### src/rtl/keccak_pkg.sv
// ============================================================================
// keccak_pkg: shared SHAKE256 rate geometry, padding bytes and loader states.
// Rev 1.0
// ============================================================================
`default_nettype none

package keccak_pkg;

  localparam int         RATE_BITS    = 1088;
  localparam int         RATE_WORDS   = 17;
  localparam logic [7:0] SHAKE_SUFFIX = 8'h1F;
  localparam logic [7:0] PAD_LAST     = 8'h80;

  typedef logic [RATE_BITS-1:0] rate_block_t;

  typedef enum logic [1:0] {
    FILL  = 2'd0,
    FULL  = 2'd1,
    FINAL = 2'd2
  } loader_state_e;

endpackage

`default_nettype wire

### src/rtl/shake_block_loader.sv
// ============================================================================
// shake_block_loader: packs 64-bit message words into SHAKE256 rate blocks and
// applies the 0x1F ... 0x80 multi-rate padding. Rev 1.0
// ============================================================================
`default_nettype none

module shake_block_loader #(
  parameter int RATE_WORDS = 17,
  parameter int WORD_W     = 64
) (
  input  logic                         clk,
  input  logic                         rst,
  input  logic                         in_valid,
  output logic                         in_ready,
  input  logic [WORD_W-1:0]            in_data,
  input  logic                         in_last,
  input  logic [3:0]                   in_bytes,
  output logic                         blk_valid,
  input  logic                         blk_ready,
  output logic [RATE_WORDS*WORD_W-1:0] blk_data,
  output logic                         blk_last
);

  import keccak_pkg::*;

  localparam int                BYTES_W    = WORD_W / 8;
  localparam int                BLK_W      = RATE_WORDS * WORD_W;
  localparam int                WCNT_W     = $clog2(RATE_WORDS);
  localparam logic [WCNT_W-1:0] LAST_WORD  = WCNT_W'(RATE_WORDS - 1);
  localparam logic [3:0]        FULL_BYTES = 4'(BYTES_W);

  loader_state_e     state_q, state_d;
  logic [WCNT_W-1:0] wcnt_q, wcnt_d;
  logic              spill_q, spill_d;
  logic [BLK_W-1:0]  buf_q, buf_d;

  logic [3:0]        w_nbytes;
  logic              w_accept;
  logic              w_at_last;
  logic              w_spill;

  // Keep the first nbytes bytes, drop the rest, and drop the suffix right after them.
  function automatic logic [WORD_W-1:0] pack_last(input logic [WORD_W-1:0] data,
                                                  input logic [3:0]        nbytes);
    logic [WORD_W-1:0] w;
    w = '0;
    for (int k = 0; k < BYTES_W; k++) begin
      if (4'(k) < nbytes) begin
        w[8*k +: 8] = data[8*k +: 8];
      end else if (4'(k) == nbytes) begin
        w[8*k +: 8] = SHAKE_SUFFIX;
      end
    end
    return w;
  endfunction

  assign w_nbytes  = (in_bytes > FULL_BYTES) ? FULL_BYTES : in_bytes;
  assign w_accept  = (state_q == FILL) && in_valid;
  assign w_at_last = (wcnt_q == LAST_WORD);
  assign w_spill   = in_last && (w_nbytes == FULL_BYTES) && w_at_last;

  always_ff @(posedge clk) begin
    if (rst) begin
      state_q <= FILL;
      wcnt_q  <= '0;
      spill_q <= 1'b0;
      buf_q   <= '0;
    end else begin
      state_q <= state_d;
      wcnt_q  <= wcnt_d;
      spill_q <= spill_d;
      buf_q   <= buf_d;
      if (w_accept && in_last) begin
        assert (in_bytes <= FULL_BYTES)
          else $error("shake_block_loader: in_bytes=%0d out of range", in_bytes);
      end
    end
  end

  always_comb begin
    state_d = state_q;
    unique case (state_q)
      FILL: begin
        if (w_accept) begin
          if (in_last) begin
            state_d = w_spill ? FULL : FINAL;
          end else if (w_at_last) begin
            state_d = FULL;
          end
        end
      end
      FULL: begin
        if (blk_ready) begin
          state_d = spill_q ? FINAL : FILL;
        end
      end
      FINAL: begin
        if (blk_ready) begin
          state_d = FILL;
        end
      end
      default: state_d = FILL;
    endcase
  end

  always_comb begin
    in_ready  = 1'b0;
    blk_valid = 1'b0;
    blk_last  = 1'b0;
    unique case (state_q)
      FILL:  in_ready = !rst;
      FULL:  blk_valid = 1'b1;
      FINAL: begin
        blk_valid = 1'b1;
        blk_last  = 1'b1;
      end
      default: ;
    endcase
  end

  assign blk_data = buf_q;

  always_comb begin
    buf_d   = buf_q;
    wcnt_d  = wcnt_q;
    spill_d = spill_q;
    unique case (state_q)
      FILL: begin
        if (w_accept) begin
          for (int i = 0; i < RATE_WORDS; i++) begin
            if (wcnt_q == WCNT_W'(i)) begin
              buf_d[i*WORD_W +: WORD_W] = in_last ? pack_last(in_data, w_nbytes) : in_data;
            end
          end
          if (in_last) begin
            // A full final word pushes the suffix into byte 0 of the next word.
            if ((w_nbytes == FULL_BYTES) && !w_at_last) begin
              for (int i = 1; i < RATE_WORDS; i++) begin
                if ((wcnt_q + WCNT_W'(1)) == WCNT_W'(i)) begin
                  buf_d[i*WORD_W +: 8] = buf_d[i*WORD_W +: 8] | SHAKE_SUFFIX;
                end
              end
            end
            if (w_spill) begin
              spill_d = 1'b1;
            end else begin
              buf_d[BLK_W-8 +: 8] = buf_d[BLK_W-8 +: 8] | PAD_LAST;
            end
          end else if (!w_at_last) begin
            wcnt_d = wcnt_q + WCNT_W'(1);
          end
        end
      end
      FULL: begin
        if (blk_ready) begin
          buf_d   = '0;
          spill_d = 1'b0;
          if (spill_q) begin
            buf_d[7:0]          = SHAKE_SUFFIX;
            buf_d[BLK_W-8 +: 8] = PAD_LAST;
          end else begin
            wcnt_d = '0;
          end
        end
      end
      FINAL: begin
        if (blk_ready) begin
          buf_d  = '0;
          wcnt_d = '0;
        end
      end
      default: ;
    endcase
  end

endmodule

`default_nettype wire

### config.mk
export PLATFORM = sky130hd
export DESIGN_NAME = shake_block_loader
export DESIGN_NICKNAME = d
export VERILOG_FILES = /design/src/rtl/keccak_pkg.sv /design/src/rtl/shake_block_loader.sv
export SDC_FILE = /design/constraint.sdc
export NUM_CORES = 2
export LEC_CHECK = 0
export BUFFER_PORTS_ARGS = -buffer_cell sky130_fd_sc_hd__buf_2
export CAP_MARGIN = 30
export CORE_AREA = 2 2 451 453
export DETAILED_ROUTE_END_ITERATION = 10
export DIE_AREA = 0 0 453 455
export PLACE_DENSITY = 0.39
export SLEW_MARGIN = 20
export SYNTH_ARGS = -nofsm -noshare
export SYNTH_HDL_FRONTEND = slang
export SYNTH_SLANG_ARGS = --single-unit
### constraint.sdc
create_clock -name clk -period 4.5 [get_ports clk]
set_clock_uncertainty 0.2 [all_clocks]
set_input_delay 0.9 -clock clk [delete_from_list [all_inputs] [get_ports clk]]
set_output_delay 0.9 -clock clk [all_outputs]
set_load 0.005 [all_outputs]
After elaboration in Yosys (flattened, before gate mapping)
Index checks and enable logic that the tools add are counted.
{"block": "totals", "wordCells": 246, "inputBits": 73, "output_inout_bits": 1091, "reg_bits": 1096}
{"block": "op_classes", "addsub": 1, "n_eq_ne": 68, "n_reduce_logical": 33, "magnitude_cmp": 9, "n_mux": 114}
{"op": "2-to-1 mux 1088 bit", "n": 3}
{"op": "one-hot mux 1088 bit (3 select lines)", "n": 1}
{"op": "2-to-1 mux 64 bit", "n": 18}
{"op": "2-to-1 mux 5 bit", "n": 63}
{"op": "AND reduction 5 bit", "n": 18}
{"op": "2-to-1 mux 8 bit", "n": 11}
{"op": "== test 5 x 4 -> 1 bit (second input constant)", "n": 16}
{"op": "== test 5 x 3 -> 1 bit (second input constant)", "n": 8}
{"op": "!= test 2 x 1 -> 1 bit (second input constant)", "n": 16}
{"op": "== test 5 x 2 -> 1 bit (second input constant)", "n": 4}
{"op": "!= test 2 bit (second input constant)", "n": 9}
{"op": "== test 3 x 4 -> 1 bit (first input constant)", "n": 4}
{"op": "less-than comparator 3 x 4 -> 1 bit (first input constant)", "n": 4}
{"op": "one-hot mux 5 bit (3 select lines)", "n": 1}
{"op": "2-to-1 mux 2 bit", "n": 7}
{"op": "== test 5 x 1 -> 1 bit (second input constant)", "n": 2}
{"op": "== test 5 bit (second input constant)", "n": 2}
{"op": "== test 2 x 4 -> 1 bit (first input constant)", "n": 2}
{"op": "less-than comparator 1 x 4 -> 1 bit (first input constant)", "n": 2}
{"op": "less-than comparator 2 x 4 -> 1 bit (first input constant)", "n": 2}
{"op": "AND reduction 4 bit", "n": 2}
{"op": "2-to-1 mux 1 bit", "n": 7}
{"op": "AND reduction 7 bit", "n": 1}
{"op": "one-hot mux 2 bit (3 select lines)", "n": 1}
{"op": "other kinds (17)", "n": 21}

Depth between registers and ports, before layout
{"block": "logic_depth", "ltp_word": 12, "depth_mapped": 11, "depth_no_buf": 7}

Worst setup path after synthesis
No wires, ideal clock.
{"block": "synth_timing", "path_kind": "input to output", "from": "input port rst", "to": "output port in_ready", "path_buffers": 4, "arrival_ns": 1.957, "required_ns": 3.400, "cell_stages": 5, "setup_slack_ns": 1.443, "path_cell_list": "clkbuf_1 > clkbuf_1 > clkbuf_1 > clkbuf_1 > nor2_1"}
{"block": "synth_via", "elab_chain_cells": 2}
{"element": "from (decl)", "line": "shake_block_loader.sv:12", "source": "input logic rst,"}
{"element": "zero test 1 bit", "line": "shake_block_loader.sv:111", "source": "FILL: in_ready = !rst;"}
{"element": "2-to-1 mux 1 bit", "line": "shake_block_loader.sv:110", "source": "unique case (state_q)"}
{"element": "to (decl)", "line": "shake_block_loader.sv:14", "source": "output logic in_ready,"}
Every way passes these cells.

Worst setup path in the final report
{"block": "layout_timing", "from": "register state_q[0]", "to": "output port in_ready"}
{"block": "layout_via", "elab_chain_cells": 2}
{"element": "from (decl)", "line": "shake_block_loader.sv:32", "source": "loader_state_e state_q, state_d;"}
{"element": "from (signal assigned)", "line": "shake_block_loader.sv:69", "source": "state_q <= state_d;"}
{"element": "zero test 2 bit", "line": "shake_block_loader.sv:110"}
{"element": "2-to-1 mux 1 bit", "line": "shake_block_loader.sv:110"}
Every way passes these cells.

==> metrics.md <==
| Metric | Value |
|---|---|
| Status | `completed` |
| Max VDD drop | `346 uV` |
| Largest net degree at the start of global routing | `215` |
| Final Util | `26.8%` |
| Async set or reset register ratio after synthesis | `0%` |
| Leak | `22.2 nW` |
| Post-synth top area share | `54.4%` |
| Vias in the first global route | `36800` |
| Synthesized cell area | `40400 um^2` |
| Synthesized area per cell | `9.36 um^2` |
| Finish-stage setup viols | `0` |
| YS warnings | `0` |
| Post-CTS Resized | `0` |
| Tcrit/Tclk final | `81.0%` |
| Clock Sinks | `1096` |
| DPL Wire Length | `168 mm` |
| Worst-Margin Slew | `1.32 ns` |
| Placed Area | `49500 um^2` |
| Critical path launch point type | `flip-flop` |
| Routed Antenna Nets | `0` |
| Crit path arrival time | `2.55 ns` |
| Reg2reg path depth | `8` |
| WP depth | `5` |
| Crit-path max FO | `16` |
| Reg2reg start | `state_q[0]` |
| Cts-stage hold buffer count | `0` |
| Clock slew at reported path FFs | `0.06 ns` |
| Fin. Hold Viols | `0` |
| Critical path startpoint | `state_q[0]` |
| Initial DRT Pass Iterations | `6` |
| Row count | `165` |
| Routed length per instance | `31.0 um` |
| Bufs on Longest Clock Path | `3` |
| Critical-path top delay cell | `inv_2` |
| Area grow syn2layout | `33.8%` |
| GRT overflow | `0` |
| Setup crit end kind | `output pin` |
| Htree depth | `4` |
| TNS Setup | `0 ns` |
| Fmax | `274 MHz` |
| Postcts setup bufs | `0` |
| Total Routing Usage GR | `22.8%` |
| Routability cong. | `0.807` |
| CP Cell Sequence | `inv_1, ha_4, inv_2, nor2_1, buf_2` |
| Number of vias per cell | `4.95` |
| Hold Path Class | `reg -> reg` |
| Max-slew violation count | `0` |
| Kind of critical path | `reg -> out` |
| RSZ-0062 raised after global routing | `false` |
| Critical path capture point | `in_ready` |
| Via count | `39700` |
| Nets | `5311` |
| Layout cell share with drive strength beyond 1 | `31.3%` |
| R2R Setup Slk | `0.93 ns` |
| DRC viols | `0` |
| Core Region | `201000 um^2` |
| Fillcell total | `21900` |
| Die Y | `455 um` |
| Syn Inst Count | `4311` |
| Tmin final | `3.65 ns` |
| Post-synthesis sequential area ratio | `54.4%` |
| First-pass GRT wire length | `328 mm` |
| Largest stage delay on the critical path | `0.52 ns` |
| Port Buf Inserts | `1163` |
| Post-synth top area cell | `dfxtp_1` |
| FF+latch count, synth | `1096` |
| Chip width | `453 um` |
| Syn nets | `4394` |
| Bufs and invs on worst path | `3` |
| Post-route cell area | `54000 um^2` |
| Final wirelength | `248 mm` |
| Power, Total | `23.8 mW` |
| Slew headroom | `12.2%` |
| Clock latency on the worst-skew pair | `0.80 ns` |
| Distinct cells, synth | `60` |
| EDFF count, synth | `0` |
| Die area | `206000 um^2` |
| Most frequent cells in the layout | `1162 x buf_2, 1096 x dfxtp_1, 872 x nor2_1` |
| Reg2Reg Capture Point | `blk_data[1030]` |
| TritonCTS clock tree | `yes` |
| Root Driver | `clkbuf_16` |
| Max_cap viols | `0` |
| Initial antenna violation count | `28` |
| CP delay by family, top | `buffers and inverters` |
| Top_reg_cell synth | `dfxtp_1` |
| Synth top area cells | `dfxtp_1 54%, a32oi_1 11%, nor2_1 8.1%` |
| WP data required | `3.40 ns` |
| # IOs | `1164` |
| Commonest non-fill, non-tap cell in the layout | `buf_2` |
| Number of CTS-inserted buffers | `136` |
| Initial Util | `20.0%` |
| Pwr/cell area | `442 nW/um^2` |
| Starting DRT DRC Count | `4165` |
## through the flow
stage,hold slack (ns),setup slack [ns],instances
finish,0.248,0.853,8010
global route,0.264,0.681,8004
CTS,0.246,0.781,8000
detailed placement,0.241,0.895,7761
global placement,0.238,0.667,7753
floorplan,0.248,1.44,4311
## how the worst min path moves through the flow
stage | startpoint | to | slack (ns) | cells after the start
final | blk_data[364] | blk_data[364] | 0.25 | 2
after global routing | blk_data[17] | blk_data[17] | 0.26 | 2
after CTS | blk_ready | spill_q | 0.25 | 4
after detailed placement | blk_data[425] | blk_data[425] | 0.24 | 2
after global placement | blk_data[556] | blk_data[556] | 0.24 | 2
after floorplan | blk_data[1000] | blk_data[1000] | 0.25 | 2
## area by class of cell
| type | instances | area (um^2) | area share [%] |
|---|---|---|---|
| flip-flops and latches | 1096 | 21900 | 40.6 |
| multi-input cells | 2631 | 16400 | 30.4 |
| clock buffers | 201 | 3950 | 7.32 |
| inverters | 29 | 109 | 0.202 |
| clock inverters | 38 | 531 | 0.983 |
| well taps | 2672 | 3340 | 6.19 |
| diodes | 9 | 22.5 | 0.0417 |
| repair buffers | 1334 | 7650 | 14.2 |
## state kept, by name (all words and copies together) (netlist names)
register	cells
blk_data	1088
wcnt_q	5
state_q	2
spill_q	1
## power by group
| part | total (mW) | switching, mW | internal, mW |
|---|---|---|---|
| combinational | 2.87 | 2.29 | 0.576 |
| clock | 11.1 | 4.71 | 6.38 |
| sequential | 9.89 | 0.0656 | 9.82 |
| total | 23.8 | 7.07 | 16.8 |
## Yosys cell counts, types with 8 or more instances
master	count
ha_1	10
o21ai_0	66
nor2_1	874
o21ai_1	20
a32oi_1	485
a21oi_1	178
nand2_1	243
buf_2	203
o2111ai_2	8
clkbuf_1	290
nor3_1	15
a31oi_1	51
o2111ai_1	25
and2_1	8
buf_1	11
a21o_1	21
buf_4	44
nor3b_2	10
nand3_1	62
a22oi_1	403
a211oi_2	15
nand4_1	15
or2_2	19
dfxtp_1	1096
inv_1	28
## worst min-delay path, stage by stage (launching register included)
cell and delay (ns):
dfxtp_1 0.30, nand2_1 0.05, a21oi_1 0.05
## per-layer routing
layer / wire, um / vias to the layer above / global-route usage [%]
met1: 95700 / 20000 / 26.7
met5: 25 / - / 0
li1: - / 17500 / -
met2: 123000 / 1780 / 39.4
met4: 10100 / 4 / 9.04
met3: 19300 / 365 / 6.14
## cell families (layout without fill, tap and decap cells)
family	after synthesis	in the layout	synth area share (%)
compound gates	1302	1302	24.4
flops	1096	1096	54.4
fa+ha+maj	10	10	0.310
simple gates	1315	1315	14.3
other cells	0	9	0
xor+xnor	4	4	0.0868
buf+inv	584	1602	6.57
Note: power is estimated with default switching activity, not from simulation.
